==> src/rtl/uart_pkg.sv <==
// uart_pkg: shared types and constants for the UART word-join receiver.
//   rx_state_t        receiver frame FSM states
//   DEF_CLKS_PER_BIT  default bit period (100 MHz / 115200 baud)
//   bytes_per_word()  number of UART bytes making up one reassembled word
package uart_pkg;

   typedef enum logic [1:0] {
      IDLE  = 2'd0,
      START = 2'd1,
      DATA  = 2'd2,
      STOP  = 2'd3
   } rx_state_t;

   localparam int DEF_CLKS_PER_BIT = 868;

   function automatic int bytes_per_word(input int word_size, input int data_size);
      return word_size / data_size;
   endfunction

endpackage

==> src/rtl/uart_word_join_sync_fifo.sv <==
// sync_fifo: single-clock circular-buffer FIFO with first-word fall-through head.
//   clock, reset   clock, asynchronous active-high reset
//   push/push_data write request and word
//   pop            read request (ignored while empty)
//   head           entry at the read pointer (0 while empty)
//   full/empty     occupancy flags
//   overflow       sticky; a push was dropped because the FIFO was full
module sync_fifo #(
   parameter int WIDTH = 32,
   parameter int DEPTH = 64
) (
   input  logic             clock,
   input  logic             reset,
   input  logic             push,
   input  logic [WIDTH-1:0] push_data,
   input  logic             pop,
   output logic [WIDTH-1:0] head,
   output logic             full,
   output logic             empty,
   output logic             overflow
);

   localparam int AW = $clog2(DEPTH);

   logic [WIDTH-1:0] mem [DEPTH];
   logic [AW-1:0]    wr_ptr, rd_ptr;
   logic [AW:0]      count;
   logic             pop_ok, push_ok;

   assign full  = (count == (AW+1)'(DEPTH));
   assign empty = (count == '0);

   // A pop frees a slot in the same cycle, so a push against a full FIFO
   // still lands when it is paired with a real pop.
   assign pop_ok  = pop & ~empty;
   assign push_ok = push & (~full | pop_ok);

   // Gate the head so the output reads 0 out of reset without clearing memory.
   assign head = empty ? '0 : mem[rd_ptr];

   always_ff @(posedge clock) begin
      if (push_ok) mem[wr_ptr] <= push_data;
   end

   always_ff @(posedge clock or posedge reset) begin
      if (reset) begin
         wr_ptr   <= '0;
         rd_ptr   <= '0;
         count    <= '0;
         overflow <= 1'b0;
      end else begin
         if (push_ok) wr_ptr <= wr_ptr + 1'b1;
         if (pop_ok)  rd_ptr <= rd_ptr + 1'b1;
         case ({push_ok, pop_ok})
            2'b10:   count <= count + 1'b1;
            2'b01:   count <= count - 1'b1;
            default: count <= count;
         endcase
         if (push && !push_ok) overflow <= 1'b1;
      end
   end

endmodule

==> src/rtl/uart_word_join.sv <==
// uart_word_join: 8N1 UART receiver that joins consecutive bytes into words
// (first byte lands in the most-significant byte) and queues them in a FIFO.
//   clock, reset   clock, asynchronous active-high reset
//   sig            UART serial input, idles high
//   data_out       FIFO head word (fall-through)
//   valid_out      head word valid (!empty)
//   ready_in       consumer takes head when valid_out && ready_in
//   full/empty     FIFO occupancy flags
//   frame_err      one-cycle pulse on a bad stop bit
//   overflow       sticky; a completed word was dropped on a full FIFO
module uart_word_join
   import uart_pkg::*;
#(
   parameter int WORD_SIZE    = 32,
   parameter int DATA_SIZE    = 8,
   parameter int DEPTH        = 64,
   parameter int CLKS_PER_BIT = DEF_CLKS_PER_BIT
) (
   input  logic                 clock,
   input  logic                 reset,
   input  logic                 sig,
   output logic [WORD_SIZE-1:0] data_out,
   output logic                 valid_out,
   input  logic                 ready_in,
   output logic                 full,
   output logic                 empty,
   output logic                 frame_err,
   output logic                 overflow
);

   localparam int BPW = bytes_per_word(WORD_SIZE, DATA_SIZE);
   localparam int CW  = $clog2(CLKS_PER_BIT);
   localparam int BW  = $clog2(DATA_SIZE + 1);
   localparam int IW  = (BPW > 1) ? $clog2(BPW) : 1;

   logic                 sig_s1, sig_s2, sig_prev;
   logic                 fall;
   rx_state_t            state, state_n;
   logic [CW-1:0]        cnt, cnt_n;
   logic [BW-1:0]        bit_cnt, bit_cnt_n;
   logic [DATA_SIZE-1:0] shreg, shreg_n;
   logic [IW-1:0]        byte_idx, byte_idx_n;
   logic [WORD_SIZE-1:0] word, word_n;
   logic                 push, push_n;
   logic                 frame_err_n;

   assign fall = sig_prev & ~sig_s2;

   always_ff @(posedge clock or posedge reset) begin
      if (reset) begin
         sig_s1    <= 1'b1;
         sig_s2    <= 1'b1;
         sig_prev  <= 1'b1;
         state     <= IDLE;
         cnt       <= '0;
         bit_cnt   <= '0;
         shreg     <= '0;
         byte_idx  <= '0;
         word      <= '0;
         push      <= 1'b0;
         frame_err <= 1'b0;
      end else begin
         sig_s1    <= sig;
         sig_s2    <= sig_s1;
         sig_prev  <= sig_s2;
         state     <= state_n;
         cnt       <= cnt_n;
         bit_cnt   <= bit_cnt_n;
         shreg     <= shreg_n;
         byte_idx  <= byte_idx_n;
         word      <= word_n;
         push      <= push_n;
         frame_err <= frame_err_n;
      end
   end

   always_comb begin
      state_n     = state;
      cnt_n       = cnt + 1'b1;
      bit_cnt_n   = bit_cnt;
      shreg_n     = shreg;
      byte_idx_n  = byte_idx;
      word_n      = word;
      push_n      = 1'b0;
      frame_err_n = 1'b0;
      case (state)
         IDLE: begin
            cnt_n = '0;
            if (fall) state_n = START;
         end
         START: begin
            // Half-bit check rejects short glitches on the line.
            if (cnt == CW'(CLKS_PER_BIT/2 - 1)) begin
               cnt_n     = '0;
               bit_cnt_n = '0;
               state_n   = sig_s2 ? IDLE : DATA;
            end
         end
         DATA: begin
            if (cnt == CW'(CLKS_PER_BIT - 1)) begin
               cnt_n     = '0;
               shreg_n   = {sig_s2, shreg[DATA_SIZE-1:1]};
               bit_cnt_n = bit_cnt + 1'b1;
               if (bit_cnt == BW'(DATA_SIZE - 1)) state_n = STOP;
            end
         end
         STOP: begin
            if (cnt == CW'(CLKS_PER_BIT - 1)) begin
               cnt_n   = '0;
               state_n = IDLE;
               if (sig_s2) begin
                  word_n[WORD_SIZE-1 - int'(byte_idx)*DATA_SIZE -: DATA_SIZE] = shreg;
                  if (byte_idx == IW'(BPW - 1)) begin
                     byte_idx_n = '0;
                     push_n     = 1'b1;
                  end else begin
                     byte_idx_n = byte_idx + 1'b1;
                  end
               end else begin
                  // Bad stop bit poisons the whole word being built.
                  frame_err_n = 1'b1;
                  byte_idx_n  = '0;
               end
            end
         end
         default: state_n = IDLE;
      endcase
   end

   sync_fifo #(
      .WIDTH (WORD_SIZE),
      .DEPTH (DEPTH)
   ) u_fifo (
      .clock     (clock),
      .reset     (reset),
      .push      (push),
      .push_data (word),
      .pop       (ready_in),
      .head      (data_out),
      .full      (full),
      .empty     (empty),
      .overflow  (overflow)
   );

   assign valid_out = ~empty;

endmodule

==> config.mk <==
export PLATFORM = sky130hd
export DESIGN_NAME = uart_word_join
export DESIGN_NICKNAME = d
export VERILOG_FILES = /design/src/rtl/uart_pkg.sv /design/src/rtl/uart_word_join_sync_fifo.sv /design/src/rtl/uart_word_join.sv
export SDC_FILE = /design/constraint.sdc
export NUM_CORES = 2
export LEC_CHECK = 0
export CAP_MARGIN = 20
export CORE_MARGIN = 2
export CORE_UTILIZATION = 68
export CTS_CLUSTER_DIAMETER = 150
export DETAILED_ROUTE_END_ITERATION = 8
export PLACE_DENSITY_LB_ADDON = 0.05
export SYNTH_ARGS = -nofsm -noshare
export SYNTH_HDL_FRONTEND = slang
export SYNTH_SLANG_ARGS = --single-unit
==> constraint.sdc <==
create_clock -name clock -period 5.7 [get_ports clock]
set_input_delay 1.14 -clock clock [delete_from_list [all_inputs] [get_ports clock]]
set_output_delay 1.14 -clock clock [all_outputs]
set_load 0.05 [all_outputs]
==> results.ini <==
[run_status]
status=finished clean

[drt]
wire_per_inst_microns=35.9
dr.pass1.iters=5
drc=0
drt_iter0_drc=6821
via_count=42300
viasPerCell=7.21
ant_nets=0
finalWirelength_mm=211

[setup_path]
cp-start-kind=flop
end_kind=output port
cp.required_ns=4.56
cp.arrival_ns=4.49
critPathMaxFanout=18
crit_type=reg -> out

[synthesis]
synth_top_area_share=0.750
synth_fp_nets=3890
ys_ff_latch=2131
syn_avg_cell_area_sq_um=21.2
synth-async-reset-ratio=0.0389
yosysTopAreaCell=edfxtp_1
netlist_area_sq_mm=0.0820
synth_top_flop_cell=edfxtp_1
synth_cell_types=77
yosys-top-cells-area=edfxtp_1, mux4_2, mux2i_1
synth_cells=3874
synth_edf_count=2048
yosysSeqAreaShare=0.775
yosys_warnings=0

[cts]
clock-sinks=2131
cts_hold_buf=0
path_clk_slew_ns=0.06
numCtsBuffers=200
cts_tree=yes
cts-root-buf=clkbuf_16
cts_max_path_buffers=3
ctsHtreeMaxLevel=4
clock_latency_ns=0.83

[global_route]
antenna_found_initial=7
track_usage=0.348
grt_pass1_vias=41800
grt_overflow_total=0
grt_start_max_net_pins=88
grt_first_pass_wirelength_mm=298

[cells_and_area]
layout_commonest_cell=edfxtp_1
final_cell_mix=edfxtp_1, mux4_2, mux2i_1
area_delta_synth_final_pct=12.0
drive_above_1_share=0.247
nets=4105
fillers=6261

[power]
combPwrFrac=0.223
p_sw_frac=0.300
finalPower_w=0.0384
p_switching_w=0.0115
total_leakage_power_nw=34.7
p_per_area_mw_per_mm2=418
clockPowerShare=0.327
seqPwrFrac=0.450
p_int_w=0.0269
ir_drop_uv=408

[run]
max_cap_viol_count=0

[die]
fp.dieArea_sq_mm=0.123
io_pins=41
initial_utilization=0.685
die_h_microns=351
num_rows=127
coreArea_sq_mm=0.120
die_x_microns=351

[timing]
max_freq_mhz=178
fin_crit_ns=5.63
hold_viol_final=0
rsz0062_at_grt=yes
setup_viol=0
worstMarginPinSlew_ns=1.18
finalMaxSlewViolations=0
fin_crit_sh=0.987
finClkSkew_ns=0.0229
finalSetupTns_ns=0
holdWs_ns=0.358
maxSlewHeadroom=0.215

[worst_hold_path]
hp-class=reg -> reg

[placement]
place_hpwl_mm=116
place.gp.congestion=0.865
portBuffers=40

==> layer usage <==
metal,global-route usage,up-vias,wire (microns)
li1,-,16600,-
met1,0.494,22200,75400
met2,0.546,3056,103000
met3,0.0766,451,25000
met4,0.126,12,7610
met5,0,-,88
==> layout make-up <==
type                    instances  area [sq um]  area share
flip-flops and latches       2131         63600       0.692
multi-input cells            1518         17800       0.194
clock buffers                 263          5390      0.0587
repair buffers                227          2280      0.0248
well taps                    1612          2020      0.0219
clock inverters               108           743     0.00809
inverters                      11          42.5    0.000463
diodes                          1          2.50   0.0000272
==> power groups by stage <==
stage / registers, W / logic [W] / clock network, W
final: 0.0173 / 0.00857 / 0.0126
after global routing: 0.0173 / 0.00887 / 0.0132
after CTS: 0.0173 / 0.00851 / 0.0126
after detailed placement: 0.0176 / 0.00842 / 0
after global placement: 0.0176 / 0.00831 / 0
after floorplan: 0.0174 / 0.00575 / 0
==> sequential cells by signal (all words and copies together) (netlist names), 2 cells and up, named ones only <==
name / count
bit_cnt: 4
byte_idx: 2
cnt: 10
shreg: 8
u_fifo.count: 7
u_fifo.mem: 2048
u_fifo.rd_ptr: 6
u_fifo.wr_ptr: 6
word: 32
==> stage by stage <==
stage                     std cells  setup WS, ns  instance area (sq um)  utilization
after floorplan                3874          1.36                  82000            -
after global placement         5468         0.647                  85200        0.711
after detailed placement       5468         0.695                  85200        0.711
after CTS                      5840       0.00673                  91300        0.762
after global routing           5870     -0.000963                  91900        0.767
final                          5871        0.0733                  91900        0.767
==> cells in the mapped netlist, types with 5 or more instances <==
| cell type | number |
|---|---|
| a2111oi_0 | 14 |
| a211o_1 | 9 |
| a211oi_1 | 54 |
| a21oi_1 | 77 |
| a22o_1 | 41 |
| a22oi_1 | 51 |
| and2_1 | 7 |
| and3_1 | 5 |
| buf_1 | 14 |
| buf_2 | 82 |
| buf_4 | 29 |
| buf_6 | 13 |
| clkbuf_1 | 72 |
| dfrtp_1 | 80 |
| edfxtp_1 | 2048 |
| ha_1 | 12 |
| inv_1 | 10 |
| mux2_2 | 24 |
| mux2i_1 | 250 |
| mux4_2 | 418 |
| nand2_1 | 137 |
| nand2b_1 | 8 |
| nand3_1 | 16 |
| nand3b_1 | 5 |
| nor2_1 | 101 |
| nor2b_1 | 16 |
| nor3_1 | 5 |
| o21ai_0 | 62 |
| o221ai_1 | 47 |
| o22ai_1 | 69 |
| or3_1 | 5 |
| xnor2_1 | 15 |
| xor2_1 | 11 |
==> path summary, 6_finish.rpt <==
path / from / endpoint / slack [ns] / cells past startpoint
worst max-delay path: u_fifo.rd_ptr[0]$_DFFE_PP0P_ / data_out[14] / 0.07 / 8
worst min-delay path: sig_s1$_DFF_PP1_ / sig_s2$_DFF_PP1_ / 0.36 / 0
worst max register to register: u_fifo.count[2]$_DFFE_PP0P_ / u_fifo.count[6]$_DFFE_PP0P_ / 1.64 / 12
worst min register to register: sig_s1$_DFF_PP1_ / sig_s2$_DFF_PP1_ / 0.36 / 0
max in group asynchronous: reset / word[8]$_DFFE_PP0P_ / 3.78 / 3
min in group asynchronous: reset / u_fifo.count[3]$_DFFE_PP0P_ / 0.82 / 2
==> worst max-delay path, stage by stage (launching register included) <==
cell and delay, ns:
dfrtp_4 0.75, buf_4 0.35, mux4_2 0.52, mux2i_1 0.21, nor2_1 0.13, a2111oi_1 0.62
buf_4 0.22, o22ai_1 0.12, clkdlybuf4s50_1 0.73
==> logic make-up after synthesis <==
| family | Yosys count | synth area share |
|---|---|---|
| adder cells (fa/ha/maj) | 12 | 0.00183 |
| AO/OA/AOI/OAI | 452 | 0.0382 |
| XOR/XNOR | 26 | 0.00278 |
| flip-flops | 2131 | 0.775 |
| AND/OR/NAND/NOR | 335 | 0.0190 |
| multiplexers | 693 | 0.149 |
| buffers and inverters | 225 | 0.0145 |
==> timing repair <==
action,4_1_cts,5_1_grt
endpoints found under the setup margin,4,2
pin swaps,0,0
buffers inserted,1,0
gates resized for setup,4,2
gates cloned,0,0
Power figures use the tool's default switching activity.
